$ cat config.mk
export PLATFORM = sky130hd
export DESIGN_NAME = mem_wb_elastic_reg
export DESIGN_NICKNAME = d
export VERILOG_FILES = /design/src/rtl/mem_wb_elastic_reg.sv
export SDC_FILE = /design/constraint.sdc
export NUM_CORES = 1
export LEC_CHECK = 0
export BUFFER_PORTS_ARGS = -buffer_cell sky130_fd_sc_hd__buf_2
export CAP_MARGIN = 20
export CORE_MARGIN = 3
export CORE_UTILIZATION = 47
export DETAILED_ROUTE_END_ITERATION = 6
export GPL_TIMING_DRIVEN = 0
export PLACE_DENSITY = 0.76
export SYNTH_ARGS = -nofsm -noshare
export SYNTH_HDL_FRONTEND = slang
export SYNTH_SLANG_ARGS = --single-unit
$ cat constraint.sdc
create_clock -name clk -period 1.9 [get_ports clk]
set_input_delay 0.38 -clock clk [delete_from_list [all_inputs] [get_ports clk]]
set_output_delay 0.38 -clock clk [all_outputs]
set_load 0.005 [all_outputs]
$ cat src/rtl/mem_wb_elastic_reg.sv
// rtl/mem_wb_elastic_reg.sv - elastic MEM->WB pipeline register with 2-entry skid buffer
//
// Purpose:
//   Sits between the MEM stage and the register-file write port. It holds up to
//   two instructions (main + skid) under valid/ready flow control. It merges the
//   load/ALU result path and the link-address path into one writeback port, and
//   counts retired instructions.
//
// Ports:
//   clk, rst        clock, synchronous active-high reset
//   flush           drop every held and incoming entry this cycle
//   MEM_*           upstream handshake (MEM_valid/MEM_ready) and payload
//   WB_*            downstream handshake (WB_valid/WB_ready) and selected payload
//   WB_retired      number of completed WB handshakes, wraps modulo 2^CNT_W
module mem_wb_elastic_reg #(
    parameter int XLEN    = 32,
    parameter int RADDR_W = 5,
    parameter int CNT_W   = 32
) (
    input  logic               clk,
    input  logic               rst,
    input  logic               flush,
    input  logic               MEM_valid,
    output logic               MEM_ready,
    input  logic [XLEN-1:0]    MEM_data_mem,
    input  logic [RADDR_W-1:0] MEM_rd,
    input  logic               MEM_we,
    input  logic [XLEN-1:0]    MEM_link_addr,
    input  logic               MEM_link_we,
    output logic               WB_valid,
    input  logic               WB_ready,
    output logic [XLEN-1:0]    WB_wdata,
    output logic [RADDR_W-1:0] WB_rd,
    output logic               WB_we,
    output logic               WB_is_link,
    output logic [CNT_W-1:0]   WB_retired
);

    // Encoding is {main valid, skid valid}, so the state bits double as the
    // occupancy flags.
    typedef enum logic [1:0] {
        EMPTY = 2'b00,
        ONE   = 2'b10,
        FULL  = 2'b11
    } state_t;

    state_t state_q, state_d;

    logic [XLEN-1:0]    main_wdata_q, skid_wdata_q;
    logic [RADDR_W-1:0] main_rd_q,    skid_rd_q;
    logic               main_we_q,    skid_we_q;
    logic               main_link_q,  skid_link_q;
    logic [CNT_W-1:0]   retired_q;

    logic acc, con;
    logic load_main_in, load_main_skid, load_skid;

    // Payload as it would be captured this cycle. Writes to x0 are suppressed
    // but the link tag is preserved.
    logic [XLEN-1:0] cap_wdata;
    logic            cap_we;

    assign cap_wdata = MEM_link_we ? MEM_link_addr : MEM_data_mem;
    assign cap_we    = (MEM_link_we | MEM_we) & (MEM_rd != '0);

    // MEM_ready comes straight off the skid-valid flop. It has no path from
    // WB_ready. It is held low while reset is asserted.
    assign MEM_ready = ~state_q[0] & ~rst;
    assign WB_valid  = state_q[1];
    assign acc       = MEM_valid & MEM_ready;
    assign con       = WB_valid & WB_ready;

    always_comb begin
        state_d        = state_q;
        load_main_in   = 1'b0;
        load_main_skid = 1'b0;
        load_skid      = 1'b0;
        unique case (state_q)
            EMPTY: begin
                if (acc) begin
                    state_d      = ONE;
                    load_main_in = 1'b1;
                end
            end
            ONE: begin
                if (acc && con) begin
                    load_main_in = 1'b1;
                end else if (acc) begin
                    state_d   = FULL;
                    load_skid = 1'b1;
                end else if (con) begin
                    state_d = EMPTY;
                end
            end
            FULL: begin
                if (con) begin
                    state_d        = ONE;
                    load_main_skid = 1'b1;
                end
            end
            default: state_d = EMPTY;
        endcase
        // Flush discards everything, including an entry accepted this cycle.
        // A consume in the same cycle still retires.
        if (flush) begin
            state_d        = EMPTY;
            load_main_in   = 1'b0;
            load_main_skid = 1'b0;
            load_skid      = 1'b0;
        end
    end

    always_ff @(posedge clk) begin
        if (rst) begin
            state_q      <= EMPTY;
            main_wdata_q <= '0;
            main_rd_q    <= '0;
            main_we_q    <= 1'b0;
            main_link_q  <= 1'b0;
            skid_wdata_q <= '0;
            skid_rd_q    <= '0;
            skid_we_q    <= 1'b0;
            skid_link_q  <= 1'b0;
            retired_q    <= '0;
        end else begin
            state_q <= state_d;
            if (con) begin
                retired_q <= retired_q + CNT_W'(1);
            end
            if (load_main_in) begin
                main_wdata_q <= cap_wdata;
                main_rd_q    <= MEM_rd;
                main_we_q    <= cap_we;
                main_link_q  <= MEM_link_we;
            end else if (load_main_skid) begin
                main_wdata_q <= skid_wdata_q;
                main_rd_q    <= skid_rd_q;
                main_we_q    <= skid_we_q;
                main_link_q  <= skid_link_q;
            end
            if (load_skid) begin
                skid_wdata_q <= cap_wdata;
                skid_rd_q    <= MEM_rd;
                skid_we_q    <= cap_we;
                skid_link_q  <= MEM_link_we;
            end
        end
    end

    assign WB_wdata   = main_wdata_q;
    assign WB_rd      = main_rd_q;
    assign WB_we      = main_we_q & WB_valid;
    assign WB_is_link = main_link_q;
    assign WB_retired = retired_q;

endmodule

==> implementation parameters, run 1 <==
Parameter                              Value

Yosys
  Post-synthesis compound-gate area fraction ... 0.200
  Combinational family with the most area after synthesis ... compound AO/OA/AOI/OAI gates
  Post-synth ARST share ... 0
  Multiplexer share of the synthesized area ... 0.143
  Warnings, synthesis ... 0
  Post-Synthesis Mean Instance Area ... 9.33 um^2
  EDFF count, synth ... 0
  Xor-xnor portion of the synthesized cell area ... 0.0182
  Cell Area, Synth ... 5280 um^2
  Adder-cell share of the synthesized area ... 0.0118
  Mapped Nets ... 647
  Fraction of the yosys area taken by sequential cells ... 0.424
  Synth cell types ... 40
  Number of synthesized register bits ... 112
  Number of instances in the synthesized netlist ... 566
  Simple-gate share of the synthesized area ... 0.155
  Most frequently used flop master after synthesis ... sky130_fd_sc_hd__dfxtp_1

Place
  Placed cell count ... 852
  Number of input and output port buffers inserted ... 146
  Detailed placer's ending HPWL ... 10800 um
  Routability congestion estimate from global placement ... 0.798

Route
  DRC Markers ... 0
  Post-DR vias/cell ... 5.77
  Count of TritonRoute iterations in the first routing pass ... 5
  Remaining antenna violation count after routing ... 0
  Post-DR wirelength/cell ... 17.1 um
  DR iter-0 viols ... 383
  Total wire length ... 15200 um
  Routed vias ... 5141

Critical path
  Critical register-to-register path startpoint ... WB_retired[8]
  Type of the worst setup path ... reg -> reg
  Setup slack of the most critical reg-to-reg path ... -40 ps
  Max FO, Critical Path ... 10
  Data arrival time of the critical path ... 2200 ps
  CP endpoint kind ... flip-flop
  Worst reg-to-reg path cell count ... 5
  Critical register-to-register path endpoint ... WB_retired[31]
  Kind of start point of the critical path ... flip-flop
  Crit path required time ... 2160 ps

Power and ir drop
  Worst supply voltage drop on vdd ... 358 uV
  Power density cells ... 623 nW/um^2
  Cell leakage power ... 0.00323 uW

Timing
  Hold violation count in the final report ... 0
  Worst Slack Setup Final ... -39.8 ps
  Worst Skew ... 17.3 ps
  Final worst path period share ... 1.02
  RSZ-0062 raised after global routing ... yes
  Minimum period implied by the final worst setup slack ... 1940 ps
  Max-slew headroom ... 0.498
  Finish-stage setup viols ... 10
  Final slew viol count ... 0
  Pin slew with the least headroom to its limit ... 754 ps
  Maximum clock frequency ... 516 MHz

Finish
  Most frequent standard cell in the layout excluding fill and tap cells ... sky130_fd_sc_hd__buf_2
  Final non-filler cell total ... 891
  Fraction of final layout cells sized beyond drive strength 1 ... 0.369
  Total inserted antenna cells ... 0
  Fraction of the core area covered by cells at the end of the flow ... 0.632
  Leading cell types in the layout, fill and taps excluded ... sky130_fd_sc_hd__buf_2, sky130_fd_sc_hd__dfxtp_1, sky130_fd_sc_hd__mux2i_1
  Growth of design area from synthesis to finish ... 30.2%
  Number of nets in the finished design ... 827

Clock tree
  Skew-Pair Late Insertion Delay ... 380 ps
  Total number of clock tree sinks ... 112
  CTS H-Tree Depth ... 3
  TritonCTS buffer count ... 9
  CTS root buffer ... sky130_fd_sc_hd__clkbuf_8
  TritonCTS clock tree ... yes
  Number of buffers on the longest clock path ... 2
  Count of hold-fix buffers inserted at cts ... 0
  Clock transition at path regs ... 110 ps

Global route
  Antenna violations before repair ... 0
  Total global routing overflow ... 0
  Via count of the first global-routing pass ... 5089
  Global-route total usage across every layer ... 0.237
  Maximum number of pins on one net before global-route repair ... 21
  Wire length of the first global-routing pass ... 24700 um

Min path
  Hold path depth ... 3
  Worst min-delay path startpoint ... MEM_rd[0]
  Endpoint of the worst hold path ... skid_rd_q[0]
  Hold crit path type ... in -> reg

Die
  Standard cell core area ... 10900 um^2
  Starting density of the core ... 0.485
  Die Y-Extent ... 112 um
  Total number of placement rows ... 38
  Width of the die ... 112 um
  Overall die area ... 12500 um^2
  I/O pin total ... 149

Run status
  Result of the run ... finished with violations
  Violated checks ... setup timing

Run
  Max-cap violation count ... 0
==> worst max path at each step <==
stage                  startpoint          endpoint  cells past startpoint
finish              WB_retired[8]    WB_retired[31]                      5
global route        WB_retired[8]    WB_retired[31]                      5
CTS                 WB_retired[8]    WB_retired[29]                      5
detailed placement            rst  skid_wdata_q[15]                      7
global placement              rst   skid_wdata_q[9]                      7
floorplan              state_q[0]          WB_rd[3]                      9
==> worst max-delay path: stages, from the launching register on <==
cell	delay (ps)
sky130_fd_sc_hd__dfxtp_4	380
sky130_fd_sc_hd__nand4_4	130
sky130_fd_sc_hd__or4_4	540
sky130_fd_sc_hd__buf_6	170
sky130_fd_sc_hd__nor4_4	250
sky130_fd_sc_hd__mux2_2	360
==> flip-flops by register name, indices dropped and copies added (netlist names) <==
| register | cells |
|---|---|
| WB_is_link | 1 |
| WB_rd | 5 |
| WB_retired | 32 |
| WB_wdata | 32 |
| main_we_q | 1 |
| skid_link_q | 1 |
| skid_rd_q | 5 |
| skid_wdata_q | 32 |
| skid_we_q | 1 |
| state_q | 2 |
==> Yosys cell counts (3+ instances only) <==
cell type / instances / area (um^2)
sky130_fd_sc_hd__xor2_1: 5 / 43.8
sky130_fd_sc_hd__a211oi_1: 71 / 533
sky130_fd_sc_hd__a21oi_1: 27 / 135
sky130_fd_sc_hd__xnor2_1: 6 / 52.6
sky130_fd_sc_hd__nand3_1: 10 / 50.1
sky130_fd_sc_hd__clkbuf_1: 38 / 143
sky130_fd_sc_hd__buf_1: 7 / 26.3
sky130_fd_sc_hd__buf_2: 4 / 20.0
sky130_fd_sc_hd__dfxtp_1: 112 / 2240
sky130_fd_sc_hd__o31ai_1: 14 / 105
sky130_fd_sc_hd__mux2i_1: 72 / 721
sky130_fd_sc_hd__o211a_1: 22 / 220
sky130_fd_sc_hd__nor4_1: 5 / 31.3
sky130_fd_sc_hd__mux2_2: 3 / 33.8
sky130_fd_sc_hd__and2_1: 3 / 18.8
sky130_fd_sc_hd__nor2b_1: 13 / 81.3
sky130_fd_sc_hd__nor2_1: 56 / 210
sky130_fd_sc_hd__or4_1: 16 / 120
sky130_fd_sc_hd__nand2_1: 27 / 101
sky130_fd_sc_hd__and3_1: 3 / 18.8
sky130_fd_sc_hd__nand4_1: 10 / 62.6
sky130_fd_sc_hd__ha_1: 5 / 62.6
sky130_fd_sc_hd__o21ai_0: 4 / 20.0
sky130_fd_sc_hd__inv_1: 11 / 41.3
==> cell type report <==
class,count,area [um^2]
Sequential cell,112,2300
Tap cell,140,175
Fill cell,911,4010
Clock inverter,7,61.3
Timing Repair Buffer,177,971
Buffer,43,231
Clock buffer,9,124
Inverter,11,41.3
Multi-Input combinational cell,392,2970
==> power by group <==
group	leakage [uW]	total [uW]	switching (uW)	internal (uW)
Sequential	0.000923	2420	33.9	2380
Combinational	0.00221	476	256	220
Clock	0.0000985	1390	880	508
Total	0.00323	4280	1170	3110
==> timing repair <==
| action | in CTS | in global routing |
|---|---|---|
| setup buffers | 30 | 1 |
| setup endpoints to repair | 94 | 57 |
| pin swaps | 15 | 8 |
| resized for setup | 52 | 30 |
==> metal layers <==
layer	up-vias	wire (um)	GRT usage
li1	2456	-	-
met1	2465	6320	0.299
met2	196	7680	0.416
met3	24	959	0.0469
met4	0	243	0.0665
met5	-	0	0
==> per-stage QoR <==
stage	setup slack [ps]	area, um^2	hold WS [ps]	total power (uW)	TNS [ps]
2_1_floorplan	-47.7	5370	436	2720	-140
3_3_place_gp	-403	6280	442	2920	-27870
3_5_place_dp	-521	6280	448	2930	-34650
4_1_cts	-35.1	6810	250	4290	-200
5_1_grt	-96.3	6880	253	4440	-858
6_report	-39.8	6880	272	4280	-199
==> kinds of logic after synthesis <==
group	after synthesis
AND/OR/NAND/NOR	158
AO/OA/AOI/OAI	143
flip-flops	112
multiplexers	75
buffers and inverters	62
XOR/XNOR	11
adder cells (fa/ha/maj)	5
Note: power is estimated with default switching activity, not from simulation.
==> run 2, diff against run 1 <==
CELL_PAD_IN_SITES_DETAIL_PLACEMENT = 0   (was default)
CELL_PAD_IN_SITES_GLOBAL_PLACEMENT = 1   (was default)
CORE_UTILIZATION = 35   (was 47)
PLACE_DENSITY = default   (was 0.76)
PLACE_DENSITY_LB_ADDON = 0.1   (was default)
==> run 2 against run 1 <==
- the flow still finishes with violations (setup timing)
- via count shrank 3.5%
- critical path depth unchanged
- total power is 15% higher
- combinational power is essentially flat
- flip-flop and latch count unchanged
- final area is 2.1% higher
- final cell count up 4.2%
- largest power group unchanged
- highest routed layer unchanged
==> implementation parameters, run 2 (same netlist as run 1, synthesis figures left out) <==
Parameter                              Value

Route
  Post-DR vias/cell ... 5.34
  Remaining antenna violation count after routing ... 0
  Routed vias ... 4959
  Total wire length ... 16300 um
  DRC Markers ... 0
  Post-DR wirelength/cell ... 17.6 um
  DR iter-0 viols ... 183
  Count of TritonRoute iterations in the first routing pass ... 4

Die
  Total number of placement rows ... 44
  Overall die area ... 16600 um^2
  Starting density of the core ... 0.361
  Width of the die ... 129 um
  Standard cell core area ... 14600 um^2
  I/O pin total ... 149
  Die Y-Extent ... 129 um

Clock tree
  Total number of clock tree sinks ... 112
  TritonCTS clock tree ... yes
  Number of buffers on the longest clock path ... 2
  TritonCTS buffer count ... 9
  Clock transition at path regs ... 70 ps
  CTS H-Tree Depth ... 3
  Count of hold-fix buffers inserted at cts ... 0
  Skew-Pair Late Insertion Delay ... 360 ps
  CTS root buffer ... sky130_fd_sc_hd__clkbuf_16

Critical path
  Worst-path cell with the longest stage delay ... sky130_fd_sc_hd__or4_4
  CP endpoint kind ... flip-flop
  Crit path required time ... 2180 ps
  Kind of start point of the critical path ... flip-flop
  Type of the worst setup path ... reg -> reg
  Max FO, Critical Path ... 5
  CP top delay family ... simple AND/OR/NAND/NOR gates
  Max incr delay on CP ... 590 ps
  List of cells traversed by the critical path ... nand4_4 > or4_4 > buf_6 > or4_4 > a21oi_2
  Data arrival time of the critical path ... 2220 ps
  Buffer and inverter count on the worst path ... 1
  Cell occurring most often along the worst timing path ... sky130_fd_sc_hd__or4_4

Global route
  Wire length of the first global-routing pass ... 25300 um
  Antenna violations before repair ... 0
  Via count of the first global-routing pass ... 4828
  Maximum number of pins on one net before global-route repair ... 18
  Global-route total usage across every layer ... 0.192
  Total global routing overflow ... 0

Place
  Detailed placer's ending HPWL ... 11500 um
  Placed cell count ... 896
  Routability congestion estimate from global placement ... 0.806
  Pre-CTS setup slack ... -539 ps
  Number of input and output port buffers inserted ... 146

Timing
  Worst Slack Setup Final ... -36.8 ps
  Maximum clock frequency ... 516 MHz
  Worst Skew ... 5.26 ps
  Hold violation count in the final report ... 0
  Final total negative setup slack ... -276 ps
  RSZ-0062 raised after global routing ... yes
  Max-slew headroom ... 0.527
  Pin slew with the least headroom to its limit ... 710 ps
  Final slew viol count ... 0
  Final-layout worst hold slack ... 284 ps
  Finish-stage setup viols ... 11
  Minimum period implied by the final worst setup slack ... 1940 ps
  Final worst path period share ... 1.02

Run status
  Violated checks ... setup timing
  Result of the run ... finished with violations

Power and ir drop
  Power density cells ... 704 nW/um^2
  Worst supply voltage drop on vdd ... 452 uV
  Cell leakage power ... 0.00325 uW
  Overall power consumption ... 4940 uW

Finish
  Fraction of final layout cells sized beyond drive strength 1 ... 0.365
  Growth of design area from synthesis to finish ... 32.9%
  Leading cell types in the layout, fill and taps excluded ... sky130_fd_sc_hd__buf_2, sky130_fd_sc_hd__dfxtp_1, sky130_fd_sc_hd__mux2i_1
  Fill count ... 1414
  Final non-filler cell total ... 928
  Number of nets in the finished design ... 819
  Most frequent standard cell in the layout excluding fill and tap cells ... sky130_fd_sc_hd__buf_2

Run
  Max-cap violation count ... 0

Min path
  Hold crit path type ... in -> reg
[run 2: cell count changes in the layout (fill, tap and decap cells not counted), sizes merged]
cell / previous run / this run
clkbuf: 40 / 44
inv: 16 / 11
buf: 189 / 181
bufinv: 0 / 1
diode: 0 / 1
[run 2: worst paths after layout]
path                       from              to  slack [ps]  cells after the start
setup / recovery  WB_retired[8]  WB_retired[26]         -40                      5
hold reg to reg     skid_link_q     skid_link_q         460                      2
setup reg to reg  WB_retired[8]  WB_retired[26]         -40                      5
hold / removal        MEM_rd[1]    skid_rd_q[1]         280                      3
[run 2: final cells by class]
| class | count | area, um^2 | area share |
|---|---|---|---|
| Antenna cell | 1 | 2.50 | 0.000357 |
| Clock buffer | 13 | 272 | 0.0387 |
| Inverter | 11 | 41.3 | 0.00588 |
| Sequential cell | 112 | 2300 | 0.327 |
| Multi-Input combinational cell | 392 | 2970 | 0.423 |
| Tap cell | 184 | 230 | 0.0328 |
| Timing Repair Buffer | 169 | 923 | 0.132 |
| Clock inverter | 3 | 47.5 | 0.00677 |
| Buffer | 43 | 235 | 0.0335 |
[run 2: report_power, final]
group	leakage [uW]	switching (uW)	internal, uW	total (uW)
registers	0.000922	34.0	2390	2420
logic	0.00218	258	215	473
clock network	0.000155	901	1150	2050
[run 2: repair_timing]
| item | 4_1_cts | 5_1_grt |
|---|---|---|
| setup buffers | 18 | 5 |
| gates cloned | 0 | 0 |
| pin swaps | 9 | 8 |
| gates resized for setup | 47 | 33 |
| endpoints found under the setup margin | 93 | 71 |
[run 2: routing by layer]
layer / wire length, um / vias to the layer above / GRT usage
li1: - / 2435 / -
met1: 7290 / 2373 / 0.247
met2: 7930 / 133 / 0.323
met3: 765 / 18 / 0.0419
met4: 331 / 0 / 0.0544
met5: 0 / - / 0
[run 2: stage by stage]
step / utilization / cell area, um^2
2_1_floorplan: - / 5370
3_3_place_gp: 0.432 / 6330
3_5_place_dp: 0.432 / 6330
4_1_cts: 0.470 / 6890
5_1_grt: 0.479 / 7020
6_report: 0.479 / 7020
[run 2: tightest hold or removal path, stage by stage]
cell and delay [ps]:
sky130_fd_sc_hd__buf_2 110, sky130_fd_sc_hd__nand2_1 50, sky130_fd_sc_hd__a21oi_1 50
==> run 3, diff against run 2 <==
PLACE_DENSITY_LB_ADDON = 0.05   (was 0.1)
==> run 3 against run 2 <==
- the run still ends with setup timing left
- utilization is 0.96 points higher
- sequential power hardly changed
- critical path depth stayed put
- largest cell class unchanged
- hold slack better by 4.1 ps
- clock power is 10% lower
- total power is 4.2% lower
- register-to-register slack worse by 40 ps
==> implementation parameters, run 3 (same netlist as run 1, synthesis figures left out) <==
Parameter                              Value

Route
  Post-DR vias/cell ... 5.36
  Total wire length ... 16600 um
  Routed vias ... 5053
  DR iter-0 viols ... 240
  DRC Markers ... 0
  Count of TritonRoute iterations in the first routing pass ... 4
  Post-DR wirelength/cell ... 17.6 um
  Remaining antenna violation count after routing ... 0

Place
  Placed cell count ... 896
  Detailed placer's ending HPWL ... 11400 um
  Number of input and output port buffers inserted ... 146
  Routability congestion estimate from global placement ... 0.829

Timing
  Hold violation count in the final report ... 0
  Minimum period implied by the final worst setup slack ... 1980 ps
  Final slew viol count ... 0
  Final worst path period share ... 1.04
  Pin slew with the least headroom to its limit ... 658 ps
  Finish-stage setup viols ... 9
  Worst Slack Setup Final ... -76.0 ps
  Final total negative setup slack ... -314 ps
  Max-slew headroom ... 0.561
  Worst Skew ... 4.87 ps
  Maximum clock frequency ... 506 MHz
  RSZ-0062 raised after global routing ... yes

Global route
  Wire length of the first global-routing pass ... 25800 um
  Global-route total usage across every layer ... 0.195
  Maximum number of pins on one net before global-route repair ... 17
  Via count of the first global-routing pass ... 4888
  Total global routing overflow ... 0
  Antenna violations before repair ... 0

Critical path
  CP endpoint kind ... flip-flop
  Data arrival time of the critical path ... 2210 ps
  Type of the worst setup path ... reg -> reg
  Max FO, Critical Path ... 5
  Crit path required time ... 2140 ps
  Kind of start point of the critical path ... flip-flop

Finish
  Most frequent standard cell in the layout excluding fill and tap cells ... sky130_fd_sc_hd__buf_2
  Register cell area after layout ... 2300 um^2
  Area of the multi-input gates ... 2990 um^2
  Final non-filler cell total ... 942
  Total inserted antenna cells ... 0
  Number of nets in the finished design ... 834
  Leading cell types in the layout, fill and taps excluded ... sky130_fd_sc_hd__buf_2, sky130_fd_sc_hd__dfxtp_1, sky130_fd_sc_hd__mux2i_1
  Fill count ... 1377
  Fraction of final layout cells sized beyond drive strength 1 ... 0.375
  Growth of design area from synthesis to finish ... 35.5%

Run status
  Result of the run ... finished with violations
  Violated checks ... setup timing

Clock tree
  TritonCTS buffer count ... 9
  CTS H-Tree Depth ... 3
  Count of hold-fix buffers inserted at cts ... 0
  TritonCTS clock tree ... yes
  Number of buffers on the longest clock path ... 2
  Total number of clock tree sinks ... 112
  CTS root buffer ... sky130_fd_sc_hd__clkbuf_16
  Clock transition at path regs ... 70 ps
  Skew-Pair Late Insertion Delay ... 350 ps

Die
  Die Y-Extent ... 129 um
  Starting density of the core ... 0.361
  Width of the die ... 129 um
  Total number of placement rows ... 44
  Standard cell core area ... 14600 um^2
  Overall die area ... 16600 um^2
  I/O pin total ... 149

Power and ir drop
  Cell leakage power ... 0.00333 uW
  Power density cells ... 661 nW/um^2
  Worst supply voltage drop on vdd ... 492 uV

Min path
  Hold crit path type ... in -> reg

Run
  Max-cap violation count ... 0
==> run 3: layout make-up <==
class | instances | share of cell area
Sequential cell | 112 | 0.322
Buffer | 44 | 0.0367
Timing Repair Buffer | 183 | 0.146
Multi-Input combinational cell | 392 | 0.418
Inverter | 11 | 0.00577
Tap cell | 184 | 0.0322
Clock buffer | 14 | 0.0369
Clock inverter | 2 | 0.00192
==> run 3: path summary, 6_finish.rpt <==
check / startpoint / end / slack (ps) / cells after the start
min: MEM_rd[4] / skid_rd_q[4] / 290 / 3
max reg2reg: WB_retired[8] / WB_retired[31] / -80 / 5
min reg2reg: skid_link_q / skid_link_q / 460 / 2
max: WB_retired[8] / WB_retired[31] / -80 / 5
==> run 3: what timing repair did <==
item                       CTS  global route
setup buffers               18            18
setup endpoints to repair   95            76
resized for setup           57            38
pin swaps                   22            10
cloned                       1             0
==> run 3: layer usage <==
metal	routed length, um	global-route usage	part of all wire
met3	736	0.0307	0.044
met1	7490	0.259	0.45
met5	0	0	0
met2	8070	0.317	0.49
met4	267	0.0754	0.016
==> run 3: critical path, cell delays in order (launching register included) <==
cell                      delay (ps)
sky130_fd_sc_hd__dfxtp_4         370
sky130_fd_sc_hd__nand4_4         120
sky130_fd_sc_hd__or4_4           590
sky130_fd_sc_hd__buf_8           180
sky130_fd_sc_hd__nor4_4          280
sky130_fd_sc_hd__mux2_4          320
==> run 3: through the flow <==
step                 util  instance area, um^2  power (uW)  worst slack [ps]  hold slack, ps
finish              0.489                 7160        4730             -76.0             288
global route        0.489                 7160        4910              -113             289
CTS                 0.472                 6910        4780             -56.4             281
detailed placement  0.432                 6330        2940              -577             452
global placement    0.432                 6330        2940              -565             443
floorplan               -                 5370        2720             -47.7             436
==> run 3: where the power goes <==
group / internal, uW / switching (uW)
combinational: 220 / 259
sequential: 2380 / 32.6
clock: 967 / 873
total: 3570 / 1160
